$ cat src/rtl/elevator_scheduler.sv
// SCAN call scheduler and motion sequencer for an elevator car.
// The optional ELEV_HOME_RETURN_EN build adds an idle timer that recalls the car to floor 0.
module elevator_scheduler #(
  parameter int unsigned NUM_FLOORS   = 4,
  parameter int unsigned MOVE_CYCLES  = 8,
  parameter int unsigned DOOR_CYCLES  = 6,
  parameter int unsigned HOME_TIMEOUT = 64,
  localparam int unsigned FW = (NUM_FLOORS > 1) ? $clog2(NUM_FLOORS) : 1
) (
  input  logic                  clk,
  input  logic                  rst,
  input  logic [NUM_FLOORS-1:0] req,
  output logic [FW-1:0]         floor,
  output logic                  dir,
  output logic                  moving,
  output logic                  door_open,
  output logic [NUM_FLOORS-1:0] pending,
  output logic                  served,
  output logic [FW-1:0]         served_floor
);

  localparam int unsigned MCW = (MOVE_CYCLES > 1) ? $clog2(MOVE_CYCLES) : 1;
  localparam int unsigned DCW = (DOOR_CYCLES > 1) ? $clog2(DOOR_CYCLES) : 1;

  typedef enum logic [1:0] {StIdle, StMove, StDoor} state_e;

  state_e                  state;
  logic [MCW-1:0]          step_cnt;
  logic [DCW-1:0]          door_cnt;
  logic                    up_any;
  logic                    dn_any;
  logic [FW-1:0]           next_floor;
  logic [NUM_FLOORS-1:0]   cur_bit;
  logic [NUM_FLOORS-1:0]   next_bit;
  logic [NUM_FLOORS-1:0]   home_set;
  logic [NUM_FLOORS-1:0]   pend_in;
  logic                    step_done;
  logic                    door_done;

`ifdef ELEV_HOME_RETURN_EN
  localparam int unsigned HW = $clog2(HOME_TIMEOUT + 1);
  logic [HW-1:0] idle_cnt;
  logic          idle_cond;
  logic          home_hit;

  assign idle_cond = (state == StIdle) && (pending == '0) && (floor != '0);
  assign home_hit  = idle_cond && (idle_cnt == HW'(HOME_TIMEOUT - 1));
  assign home_set  = {{(NUM_FLOORS-1){1'b0}}, home_hit};

  always_ff @(posedge clk) begin
    if (rst) begin
      idle_cnt <= '0;
    end else if (idle_cond && !home_hit) begin
      idle_cnt <= idle_cnt + 1'b1;
    end else begin
      idle_cnt <= '0;
    end
  end
`else
  assign home_set = '0;
`endif

  // Calls strictly above / below the car, from registered pending only.
  always_comb begin
    up_any = 1'b0;
    dn_any = 1'b0;
    for (int i = 0; i < NUM_FLOORS; i++) begin
      if (pending[i] && (i > int'(floor))) up_any = 1'b1;
      if (pending[i] && (i < int'(floor))) dn_any = 1'b1;
    end
  end

  assign next_floor = dir ? (floor - FW'(1)) : (floor + FW'(1));
  assign cur_bit    = NUM_FLOORS'(1) << floor;
  assign next_bit   = NUM_FLOORS'(1) << next_floor;
  assign pend_in    = pending | req | home_set;
  assign step_done  = (step_cnt == MCW'(MOVE_CYCLES - 1));
  assign door_done  = (door_cnt == DCW'(DOOR_CYCLES - 1));

  always_ff @(posedge clk) begin
    if (rst) begin
      state        <= StIdle;
      floor        <= '0;
      dir          <= 1'b0;
      moving       <= 1'b0;
      door_open    <= 1'b0;
      pending      <= '0;
      served       <= 1'b0;
      served_floor <= '0;
      step_cnt     <= '0;
      door_cnt     <= '0;
    end else begin
      served  <= 1'b0;
      pending <= pend_in;
      case (state)
        StIdle: begin
          if (pending[floor]) begin
            state        <= StDoor;
            door_open    <= 1'b1;
            served       <= 1'b1;
            served_floor <= floor;
            door_cnt     <= '0;
            pending      <= pend_in & ~cur_bit;
          end else if (dir ? dn_any : up_any) begin
            state    <= StMove;
            moving   <= 1'b1;
            step_cnt <= '0;
          end else if (dir ? up_any : dn_any) begin
            dir      <= ~dir;
            state    <= StMove;
            moving   <= 1'b1;
            step_cnt <= '0;
          end
        end
        StMove: begin
          if (step_done) begin
            step_cnt <= '0;
            floor    <= next_floor;
            // Arrival stop also honours a call raised on the arrival edge itself.
            if ((pend_in & next_bit) != '0) begin
              state        <= StDoor;
              moving       <= 1'b0;
              door_open    <= 1'b1;
              served       <= 1'b1;
              served_floor <= next_floor;
              door_cnt     <= '0;
              pending      <= pend_in & ~next_bit;
            end
          end else begin
            step_cnt <= step_cnt + 1'b1;
          end
        end
        StDoor: begin
          pending <= pend_in & ~cur_bit;
          if (req[floor]) begin
            door_cnt <= '0;
          end else if (door_done) begin
            state     <= StIdle;
            door_open <= 1'b0;
            door_cnt  <= '0;
          end else begin
            door_cnt <= door_cnt + 1'b1;
          end
        end
        default: state <= StIdle;
      endcase
    end
  end

endmodule

$ cat config.mk
export PLATFORM = sky130hd
export DESIGN_NAME = elevator_scheduler
export DESIGN_NICKNAME = d
export VERILOG_FILES = /design/src/rtl/elevator_scheduler.sv
export SDC_FILE = /design/constraint.sdc
export NUM_CORES = 1
export LEC_CHECK = 0
export CORE_UTILIZATION = 50
export CTS_BUF_LIST = sky130_fd_sc_hd__clkbuf_8
export CTS_CLUSTER_SIZE = 10
export DETAILED_ROUTE_END_ITERATION = 7
export PLACE_DENSITY = 0.78
export SKIP_CTS_REPAIR_TIMING = 1
export SLEW_MARGIN = 20
export SYNTH_ARGS = -nofsm -noshare
export SYNTH_HDL_FRONTEND = slang
export SYNTH_SLANG_ARGS = --single-unit
export TNS_END_PERCENT = 30
$ cat constraint.sdc
create_clock -name clk -period 2.2 [get_ports clk]
set_clock_uncertainty 0.2 [all_clocks]
set_input_delay 0.44 -clock clk [delete_from_list [all_inputs] [get_ports clk]]
set_output_delay 0.44 -clock clk [all_outputs]
set_load 0.05 [all_outputs]
==> metrics.txt, run 1 <==
status finished clean; r2r endpoint door_cnt[1]; TritonCTS buffer count 3; area of the core about 2200 sq um; DR pass1 iterations 4; initial core utilization 0.529; CTS tree built; mux cell area share after synthesis 0.0755; io pins 18; Vias around 1100; Crit path max-delay family buffers and inverters; fraction of the mapped netlist area in simple logic gates 0.218; global-route wire length before repair about 4.8 mm; vias in the first global route 1047; Max Clock Freq 0.466 GHz; Crit Path Category flop to primary output; worst path required time roughly 1600 ps; grt ovf 0; Port Buffers 17; die width about 50 microns; post-synthesis adder-cell area fraction 0.0863; Area Growth Syn to Fin 30.6%; fraction of registers with async set/reset 0; CP max stage delay 830 ps; Sink Count 20; share of cells above drive strength 1 0.202; CP Depth 1; Hold Path Class flop to flop; CP arrival about 1500 ps; final WL ~2.9 mm; # H-tree levels 1; synthesized cell area 1160 sq um; Cell Chain, Critical Path clkdlybuf4s50_1; RSZ-0062 raised after global routing true; commonest non-fill, non-tap cells in the layout 18 x dfxtp_1, 17 x buf_4, 14 x a21oi_1; WL/cell around 15 microns; Total GRT Usage 0.255; CTS Buffer Depth 2; clk slew on worst S/H paths 70 ps; Filler cells roughly 170; max-cap violations 0; M1 GR Usage 0.334; final net count around 180; slew margin rel. 0.662; top_reg_cell synth dfxtp_1; Final Cycle Share 0.975; Seq cells post-synth 20; Final Power around 0.0015 W; commonest non-fill, non-tap cell in the layout dfxtp_1; Avg Cell Area, Syn 8.53 sq um; Setup-failing EPs final 0; Synth Area in XOR/XNOR 0.0151; worst-case vdd ir drop between 500 and 600 uV; Clock Latency Late Sink 260 ps; sequential-to-total area share from yosys stat 0.345; critical path endpoint pending[3]; Reg2Reg Setup Slack approximately 90 ps; # rows 17; CP endpoint kind primary output; die height ~50 microns; Buf/Inv on CP 1; syn_nets 150; critical path startpoint category flop; non-filler instance count after layout between 150 and 200; slowest library cell on the worst path clkdlybuf4s50_1; clk root buf clkbuf_8; Power Dens Cells 960 nW/um^2; largest net degree at the start of global routing 17; Worst-Margin Slew roughly 500 ps; Max FO, Critical Path 4; dpl hpwl about 2.1 mm; Final min period 2140 ps; GRT busiest layer met2; reg2reg start floor[0]; max-slew violations 0; post-route ant nets 0; vias per inst a little under 6; Inserted Diodes 0; Post-synth EDFFs 0; Hold Path Stages 2; number of DRC markers in iteration 0 24; synth unique cells 35; Cells after DPL 187; GP Congestion roughly 0.89; M2 GR Usage 0.433; Static Leak approximately 0.6 nW; crit path launch pending[3]; Global Route met3 Usage 0.0182; initial antenna violation count 0; post-synthesis compound-gate area fraction 0.224; worst r2r path cells 4; Cells after Synth 136; DRC 0; synth warn 0; largest family of logic cells by synthesized area compound AO/OA/AOI/OAI gates; die area roughly 2500 sq um; Hold Vio Cnt, Final 0
metrics by stage:
stage | TNS, ps | util | hold WS, ps | area (sq um) | worst slack, ps
final | 0 | 0.692 | 289 | 1520 | 55.2
after detailed placement | -822 | 0.668 | 278 | 1460 | -167
after global routing | -20.6 | 0.692 | 307 | 1520 | -13.1
after floorplan | 0 | - | 253 | 1200 | 2.32
after CTS | 0 | 0.689 | 288 | 1510 | 82.8
after global placement | -500 | 0.668 | 261 | 1460 | -105
cells by family (layout without fill, tap and decap cells):
family,after synthesis,count (layout)
simple gates,48,48
fa+ha+maj,8,8
mux,5,5
flops,20,20
xor+xnor,2,2
buf+inv,11,38
compound gates,42,42
worst reg2reg max path, stage by stage, from the launching register on:
cell      delay [ps]
dfxtp_4          420
mux4_2           580
o21ai_1          370
o21ai_1          160
a311oi_1         290
report_power, final:
part	switching (W)	internal (W)
combinational	0.000402	0.000270
sequential	0.000102	0.000431
clock	0.000125	0.000125
total	0.000629	0.000825
area by class of cell:
class | instances | area (sq um) | share of cell area
timing repair buffer | 29 | 248 | 0.164
clock buffer | 3 | 41.3 | 0.0273
clock inverter | 1 | 3.75 | 0.00248
tap | 28 | 35.0 | 0.0231
inverter | 5 | 23.8 | 0.0157
sequential | 20 | 408 | 0.269
multi-input combinational | 105 | 756 | 0.499
layer usage:
metal,vias up,share of wire
met5,-,0
met4,0,0.016
met3,5,0.034
met2,28,0.48
met1,532,0.47
li1,544,-
synthesized netlist by cell type, drive strengths merged (2+ instances only):
| cell | n | area share |
|---|---|---|
| a211oi | 3 | 0.019 |
| a21oi | 14 | 0.060 |
| a22oi | 2 | 0.013 |
| a311oi | 2 | 0.015 |
| clkbuf | 6 | 0.019 |
| dfxtp | 20 | 0.35 |
| ha | 8 | 0.086 |
| inv | 5 | 0.016 |
| mux2i | 2 | 0.017 |
| mux4 | 3 | 0.058 |
| nand2 | 10 | 0.032 |
| nand2b | 8 | 0.050 |
| nand3 | 2 | 0.0086 |
| nand3b | 3 | 0.019 |
| nor2 | 13 | 0.042 |
| nor2b | 4 | 0.022 |
| nor3 | 5 | 0.022 |
| nor3b | 2 | 0.017 |
| o21ai | 10 | 0.043 |
| o22ai | 2 | 0.011 |
| xnor2 | 2 | 0.015 |
sequential cells by signal (all words and copies together), names as in the netlist:
register      cells
pending           4
door_cnt          3
step_cnt          3
floor             2
served_floor      2
state             2
dir               1
door_open         1
moving            1
served            1
how the worst min path moves through the flow:
stage	from	end	slack, ps
floorplan	step_cnt[1]	step_cnt[1]	250
global placement	door_open	door_open	260
detailed placement	door_open	door_open	280
CTS	door_open	door_open	290
global route	door_open	door_open	310
finish	door_open	door_open	290
Note: power is estimated with default switching activity, not from simulation.
==> inputs of run 2 (changes only) <==
--- a/config.mk
+++ b/config.mk
@@ -5,11 +5,13 @@
 export SDC_FILE = /design/constraint.sdc
 export NUM_CORES = 1
 export LEC_CHECK = 0
+export ABC_CLOCK_PERIOD_IN_PS = 2200
 export CORE_UTILIZATION = 50
 export CTS_BUF_LIST = sky130_fd_sc_hd__clkbuf_8
 export CTS_CLUSTER_SIZE = 10
 export DETAILED_ROUTE_END_ITERATION = 7
 export PLACE_DENSITY = 0.78
+export SETUP_SLACK_MARGIN = 0.1
 export SKIP_CTS_REPAIR_TIMING = 1
 export SLEW_MARGIN = 20
 export SYNTH_ARGS = -nofsm -noshare
==> run 2 against run 1 <==
  * Setup slack got worse by 17 ps
  * Register-to-register slack barely moved
  * Clock-buffer cell count did not move
  * Via count rose by 2.0%
  * Final cell count fell by 0.52%
  * Utilization rose by 1.1 points
  * Non-clock buffer count did not move
  * Global-route usage barely moved
  * Design area rose by 1.6%
  * Fmax fell by 0.79%
  * Wire length rose by 3.3%
  * Highest routed layer unchanged
==> metrics.txt, run 2 (synthesis gave the netlist of run 1 again) <==
Reg2Reg Setup Slack roughly 80 ps; WL/cell about 16 microns; worst r2r path cells 5; CP arrival about 1500 ps; cell internal pwr approximately 0.00085 W; setup TNS 0 ps; global-route wire length before repair 4.84 mm; Total GRT Usage 0.255; largest net degree at the start of global routing 27; dpl hpwl about 2.1 mm; CP Depth 1; die width around 50 microns; GP Congestion ~0.85; post-route cell area 1540 sq um; Setup-failing EPs final 0; Buf/Inv on CP 1; CTS Buffer Depth 2; status finished clean; Final min period 2160 ps; Max Clock Freq 0.463 GHz; max FFs per register 4; CP max stage delay approximately 840 ps; TritonCTS buffer count 3; worst-case vdd ir drop approximately 660 uV; CTS tree built; P_sw 0.000658 W; Layout Utilization 0.702; Cell Chain, Critical Path clkdlybuf4s50_1; worst hold margin 274 ps; initial antenna violation count 0; Port Buffers 17; Clock Latency Late Sink between 200 and 300 ps; share of power burned in registers 0.358; commonest non-fill, non-tap cells in the layout 18 x dfxtp_1, 17 x buf_4, 13 x a21oi_1, 13 x nor2_1, 12 x clkdlybuf4s50_1; DR pass1 iterations 4; clk root buf clkbuf_8; # rows 17; final net count around 180; Logic pwr share 0.479; Crit Path Category flop to primary output; die height 50.2 microns; grt ovf 0; slew margin rel. 0.623; Filler cells 169; vias in the first global route 1059; Power Dens Cells slightly below 1000 nW/um^2; RSZ-0062 raised after global routing true; vias per inst about 6.0; CP endpoint kind primary output; worst path required time between 1500 and 2000 ps; DP Area roughly 1500 sq um; Inserted Diodes 0; max-cap violations 0; die area roughly 2500 sq um; Crit path max-delay family buffers and inverters; io pins 18; Clk pwr share 0.163; Max FO, Critical Path 4; final WL 2.95 mm; DRC 0; max-slew violations 0; clk slew on worst S/H paths ~80 ps; Sink Count 20; Vias around 1100; Hold Vio Cnt, Final 0; area of the core 2190 sq um; Worst-Margin Slew 561 ps; Final Power approximately 0.0015 W; Final Cycle Share 0.983; Hold Path Stages 2; share of cells above drive strength 1 0.228; commonest non-fill, non-tap cell in the layout dfxtp_1; initial core utilization 0.529; biggest regs pending: 4 flops, door_cnt: 3 flops, step_cnt: 3 flops; Net Sw Frac 0.438; Largest Register pending; Area Growth Syn to Fin 32.7%; Hold Path Class flop to flop; number of DRC markers in iteration 0 35; post-route ant nets 0; # H-tree levels 1; slowest library cell on the worst path clkdlybuf4s50_1; critical path startpoint category flop; Static Leak between 0.6 and 0.7 nW
==> run 2: changes by cell type in the layout (fill, tap and decap cells not counted), sizes merged <==
cell  delta
inv      -1
==> run 2: power by group through the flow <==
stage	clock [W]	sequential (W)	combinational [W]
final	0.000245	0.000538	0.000720
after global routing	0.000257	0.000551	0.000772
after CTS	0.000244	0.000526	0.000670
after detailed placement	0	0.000534	0.000661
after global placement	0	0.000529	0.000645
after floorplan	0	0.000617	0.000368
==> run 2: per-layer routing <==
layer,share of wire,GRT usage
met4,0.021,0.105
met3,0.043,0.0273
met2,0.50,0.436
met1,0.44,0.323
met5,0,0
==> run 2: layout make-up <==
type | instances | area (sq um) | share of cell area
Inverter | 5 | 26.3 | 0.0171
Tap cell | 28 | 35.0 | 0.0228
Timing Repair Buffer | 29 | 248 | 0.161
Multi-Input combinational cell | 105 | 781 | 0.507
Clock buffer | 3 | 41.3 | 0.0268
Sequential cell | 20 | 408 | 0.265
==> run 2: through the flow <==
step	setup WS [ps]	cells
detailed placement	-156	186
global route	21.0	190
global placement	-110	186
floorplan	49.7	136
finish	38.2	190
CTS	58.8	189
==> run 2: path summary, 6_finish.rpt <==
| path | end | from |
|---|---|---|
| worst max-delay path | pending[3] | pending[3] |
| worst min-delay path | door_open | door_open |
| worst min register to register | door_open | door_open |
| worst max register to register | dir | floor[0] |
==> inputs of run 3 (changes only) <==
--- a/config.mk
+++ b/config.mk
@@ -6,11 +6,12 @@
 export NUM_CORES = 1
 export LEC_CHECK = 0
 export ABC_CLOCK_PERIOD_IN_PS = 2200
-export CORE_UTILIZATION = 50
+export CORE_UTILIZATION = 51
 export CTS_BUF_LIST = sky130_fd_sc_hd__clkbuf_8
 export CTS_CLUSTER_SIZE = 10
 export DETAILED_ROUTE_END_ITERATION = 7
-export PLACE_DENSITY = 0.78
+export DONT_BUFFER_PORTS = 1
+export PLACE_DENSITY = 0.69
 export SETUP_SLACK_MARGIN = 0.1
 export SKIP_CTS_REPAIR_TIMING = 1
 export SLEW_MARGIN = 20
==> run 3 against run 2 <==
  * Clock power is 53% higher
  * Power is 4.5% higher
  * Die area is 1.9% lower
  * Combinational power is 18% lower
  * Largest cell class unchanged
==> metrics.txt, run 3 (synthesis gave the netlist of run 1 again) <==
clk root buf clkbuf_8; area of the core 2040 sq um; Logic pwr share 0.375; worst r2r path cells 7; Power Dens Cells about 1100 nW/um^2; Port Buffers 0; vias per inst 6.04; Hold Vio Cnt, Final 0; Static Leak about 0.57 nW; Max FO, Critical Path 8; Largest Register pending; commonest non-fill, non-tap cells in the layout 18 x dfxtp_1, 17 x buf_4, 13 x a21oi_1, 13 x nor2_1, 10 x nand2_1; non-filler instance count after layout roughly 180; setup TNS 0 ps; slew margin rel. 0.634; Clock Latency Late Sink 260 ps; die area between 2000 and 2500 sq um; RSZ-0062 raised after global routing true; CTS tree built; Net Sw Frac 0.409; max FFs per register 4; vias in the first global route 959; share of power burned in registers 0.385; clk slew on worst S/H paths around 80 ps; io pins 18; # rows 16; CP max stage delay between 400 and 500 ps; DR pass1 iterations 4; initial core utilization 0.568; grt ovf 0; number of DRC markers in iteration 0 32; die height between 40 and 50 microns; die width 49.7 microns; Cells after DPL roughly 170; worst hold margin roughly 34 ps; Hold Path Stages 1; final net count between 150 and 200; Hold Path Class input port to flop; Crit Path Category flop to flop; DRC 0; Cell Chain, Critical Path inv_6 -> ha_4 -> xnor2_4 -> mux4_2 -> nand2b_4 -> a21o_1 -> mux2i_1; status finished clean; biggest regs pending: 4 flops, door_cnt: 3 flops, step_cnt: 3 flops; Setup-failing EPs final 0; Total GRT Usage 0.249; Filler cells 170; global-route wire length before repair 4.68 mm; share of cells above drive strength 1 0.245; final WL between 2 and 3 mm; Final Power roughly 0.0016 W; largest net degree at the start of global routing 27; slowest library cell on the worst path dfxtp_4; GP Congestion between 0.8 and 0.9; Worst-Margin Slew roughly 550 ps; initial antenna violation count 0; Sink Count 20; critical path startpoint category flop; CTS Buffer Depth 2; post-route ant nets 0; CP endpoint kind flop; dpl hpwl roughly 2.0 mm; Max Clock Freq 0.487 GHz; worst-case vdd ir drop 861 uV; TritonCTS buffer count 3; cell internal pwr ~0.00093 W; Vias 1076; Layout Utilization 0.703; # H-tree levels 1; P_sw 0.000642 W; WL/cell 15.8 microns; Inserted Diodes 0; Final Cycle Share 0.934; max-slew violations 0; Area Growth Syn to Fin 23.8%; Clk pwr share 0.239; Final min period between 2000 and 2500 ps; max-cap violations 0; worst path required time between 2000 and 2500 ps; commonest non-fill, non-tap cell in the layout dfxtp_1; CP arrival 2010 ps
[run 3: routing by layer]
metal | routed length [microns] | up-vias | track usage
li1 | - | 522 | -
met1 | 1250 | 513 | 0.330
met2 | 1390 | 35 | 0.385
met3 | 131 | 6 | 0.0679
met4 | 42 | 0 | 0.0857
met5 | 0 | - | 0
[run 3: power groups by stage]
stage / Clock [W] / Combinational (W) / Sequential (W)
final: 0.000376 / 0.000590 / 0.000605
after detailed placement: 0 / 0.000553 / 0.000601
after floorplan: 0 / 0.000368 / 0.000617
after CTS: 0.000380 / 0.000558 / 0.000595
after global placement: 0 / 0.000551 / 0.000603
after global routing: 0.000397 / 0.000648 / 0.000614
[run 3: worst max-delay path, delay by kind of cell, from the launching register on]
family          cells  cell delay (ps)
simple gates        1              180
mux                 2              470
buf+inv             1               70
fa+ha+maj           1              290
xor+xnor            1              130
flops               1              420
compound gates      1              200
[run 3: area by class of cell]
cell class	count	area [sq um]	share of cell area
multi-input combinational	105	769	0.536
sequential	20	408	0.284
timing repair buffer	17	128	0.0888
clock buffer	3	41.3	0.0287
tap	27	33.8	0.0235
clock inverter	1	30.0	0.0209
inverter	5	26.3	0.0183
[run 3: path summary, 6_finish.rpt]
path	slack, ps	end	startpoint
worst min-delay path	30	floor[0]	rst
worst min register to register	280	step_cnt[2]	step_cnt[2]
worst max register to register	140	served_floor[1]	floor[0]
worst max-delay path	140	served_floor[1]	floor[0]
[run 3: through the flow]
stage	setup WS, ps	cell area (sq um)
2_1_floorplan	49.7	1210
3_3_place_gp	92.4	1310
3_5_place_dp	38.9	1310
4_1_cts	23.7	1380
5_1_grt	25.3	1440
6_report	145	1440
==> variant, RTL diff (config.mk and constraints of run 2) <==
The option `ELEV_HOME_RETURN_EN` is turned on by a define.
--- a/src/rtl/elevator_scheduler.sv
+++ b/src/rtl/elevator_scheduler.sv
@@ -1,5 +1,7 @@
 // SCAN call scheduler and motion sequencer for an elevator car.
 // The optional ELEV_HOME_RETURN_EN build adds an idle timer that recalls the car to floor 0.
+`define ELEV_HOME_RETURN_EN
+
 module elevator_scheduler #(
   parameter int unsigned NUM_FLOORS   = 4,
   parameter int unsigned MOVE_CYCLES  = 8,
Function: same outputs for any inputs over 10 cycles, from zero or initial values and one cycle with rst high; that may be too few to reach the edited logic, so the function may still have changed.
==> variant against run 2 <==
Sequential share of layout area rose by 3.3 points; synthesized area rose by 23%; worst setup slack improved by 0.0012 ns; global-route usage fell by 2.8 points; power rose by 10%; fmax barely moved; combinational power rose by 7.8%; wire length rose by 12%; sequential cell count rose by 7; cell count rose by 17%; cell area rose by 19%; critical endpoint is now served_floor[1]$_SDFFE_PP0P_; largest cell class unchanged; highest routed layer is now met3.
==> variant: results (changes against run 2) <==
| Metric | Value |
|---|---|
| Cells after Synth | `159 (+17%)` |
| Layout Cells excl Fill | `223 (+17%)` |
| GRT Util Overall | `22.66% (-2.8 points)` |
| Largest regs | `idle_cnt x7, pending x4` |
| Final RePlAce weighted congestion | `0.9080 (+6.9%)` |
| Distinct cells, synth | `46 (+31%)` |
| CP top delay family | `compound AO/OA/AOI/OAI gates` |
| Pin count of the biggest net entering global routing | `18 (-33%)` |
| WHS Path Cells | `1 (-1)` |
| Outcome | `finished clean` |
| Share of cells above drive strength 1 | `25.91% (+3.1 points)` |
| Worst Hold Slack | `0.2461 ns (-0.02804 ns)` |
| Synth top area share | `38.03% (+3.5 points)` |
| Crit-path max FO | `7 (+3)` |
| Crit path largest cell delay | `0.42 ns (-0.42 ns)` |
| Dominant cells by area after synthesis | `dfxtp_1 38%, ha_1 7.9%, nor2_1 4.8%` |
| Vias in the first global route | `1268 (+20%)` |
| Worst-case reg-to-reg path depth | `9 (+4)` |
| Post-synthesis sequential area ratio | `38.03% (+3.5 points)` |
| Post-DP HPWL | `2564 um (+22%)` |
| Slew @ Worst Pin | `0.4988 ns (-0.06231 ns)` |
| Flop-to-flop setup slack | `0.04 ns (-0.04 ns)` |
| Leakage | `0.7659 nW (+26%)` |
| Nets | `209 (+17%)` |
| Peak supply drop | `0.6727 mV (+2.5%)` |
| Synth cell count leaders | `27 x dfxtp_1, 18 x nor2_1, 13 x a21oi_1, 13 x nand2_1, 9 x ha_1` |
| Via Count | `1298 (+15%)` |
| Hold wc startpoint | `idle_cnt[0]$_SDFF_PP0_` |
| Syn nets | `174 (+16%)` |
| First-pass GRT wire length | `5658 um (+17%)` |
| Clock sink count | `27 (+35%)` |
variant: per-layer routing:
metal  global-route usage (%)  vias up  share of wire (%)
met5                        0        -                  0
met4                    3.929        0                  0
met3                    5.386        0                7.4
met2                    40.45       49                 51
met1                    27.92      616                 41
li1                         -      633                  -
variant: power by group through the flow:
stage	clock, mW	combinational, mW	sequential (mW)
2_1_floorplan	0	0.348	0.767
3_3_place_gp	0	0.720	0.611
3_5_place_dp	0	0.739	0.615
4_1_cts	0.284	0.741	0.603
5_1_grt	0.298	0.831	0.610
6_report	0.278	0.776	0.604
variant: per-stage QoR:
stage,cell area (um^2),worst slack (ns),util (%)
after floorplan,1478,-0.01338,-
after global placement,1755,-0.06858,67.78
after detailed placement,1755,-0.1443,67.78
after CTS,1802,0.02339,69.57
after global routing,1837,-0.06497,70.92
final,1837,0.03942,70.92
variant: worst register-to-register path: stages, from the launching register on:
cell      delay, ns
dfxtp_4        0.42
inv_8          0.06
ha_4           0.17
nor3_2         0.12
nand2_2        0.10
o31a_1         0.36
o211ai_2       0.24
nand3_2        0.11
buf_4          0.16
mux2i_1        0.11
variant: cell families (layout without fill, tap and decap cells):
logic type	Yosys count	in the layout	synth area share, %
AOI/OAI and AO/OA	43	43	21.48
xor gates and xnor gates	6	6	3.697
adders and majority gates	9	9	7.923
buffers and inverters	14	48	4.401
DFF	27	27	38.03
muxes	3	3	3.873
and+or+nand+nor	57	57	20.60
variant: cell type report:
class,instances,area share (%)
well taps,30,2.044
clock buffers,3,2.248
multi-input cells,118,47.55
flip-flops and latches,27,29.84
inverters,9,2.248
repair buffers,35,15.80
clock inverters,1,0.2725
variant: worst max path at each step:
stage	cells after the start	slack [ns]	endpoint	start
6_report	9	0.04	served_floor[1]$_SDFFE_PP0P_	floor[0]$_SDFFE_PP0P_
5_1_grt	9	-0.06	served_floor[1]$_SDFFE_PP0P_	floor[1]$_SDFFE_PP0P_
4_1_cts	8	0.02	served_floor[0]$_SDFFE_PP0P_	floor[0]$_SDFFE_PP0P_
3_5_place_dp	5	-0.14	door_cnt[2]$_SDFFE_PP0P_	req[3]
3_3_place_gp	5	-0.07	door_cnt[2]$_SDFFE_PP0P_	req[3]
2_1_floorplan	9	-0.01	served_floor[0]$_SDFFE_PP0P_	floor[0]$_SDFFE_PP0P_
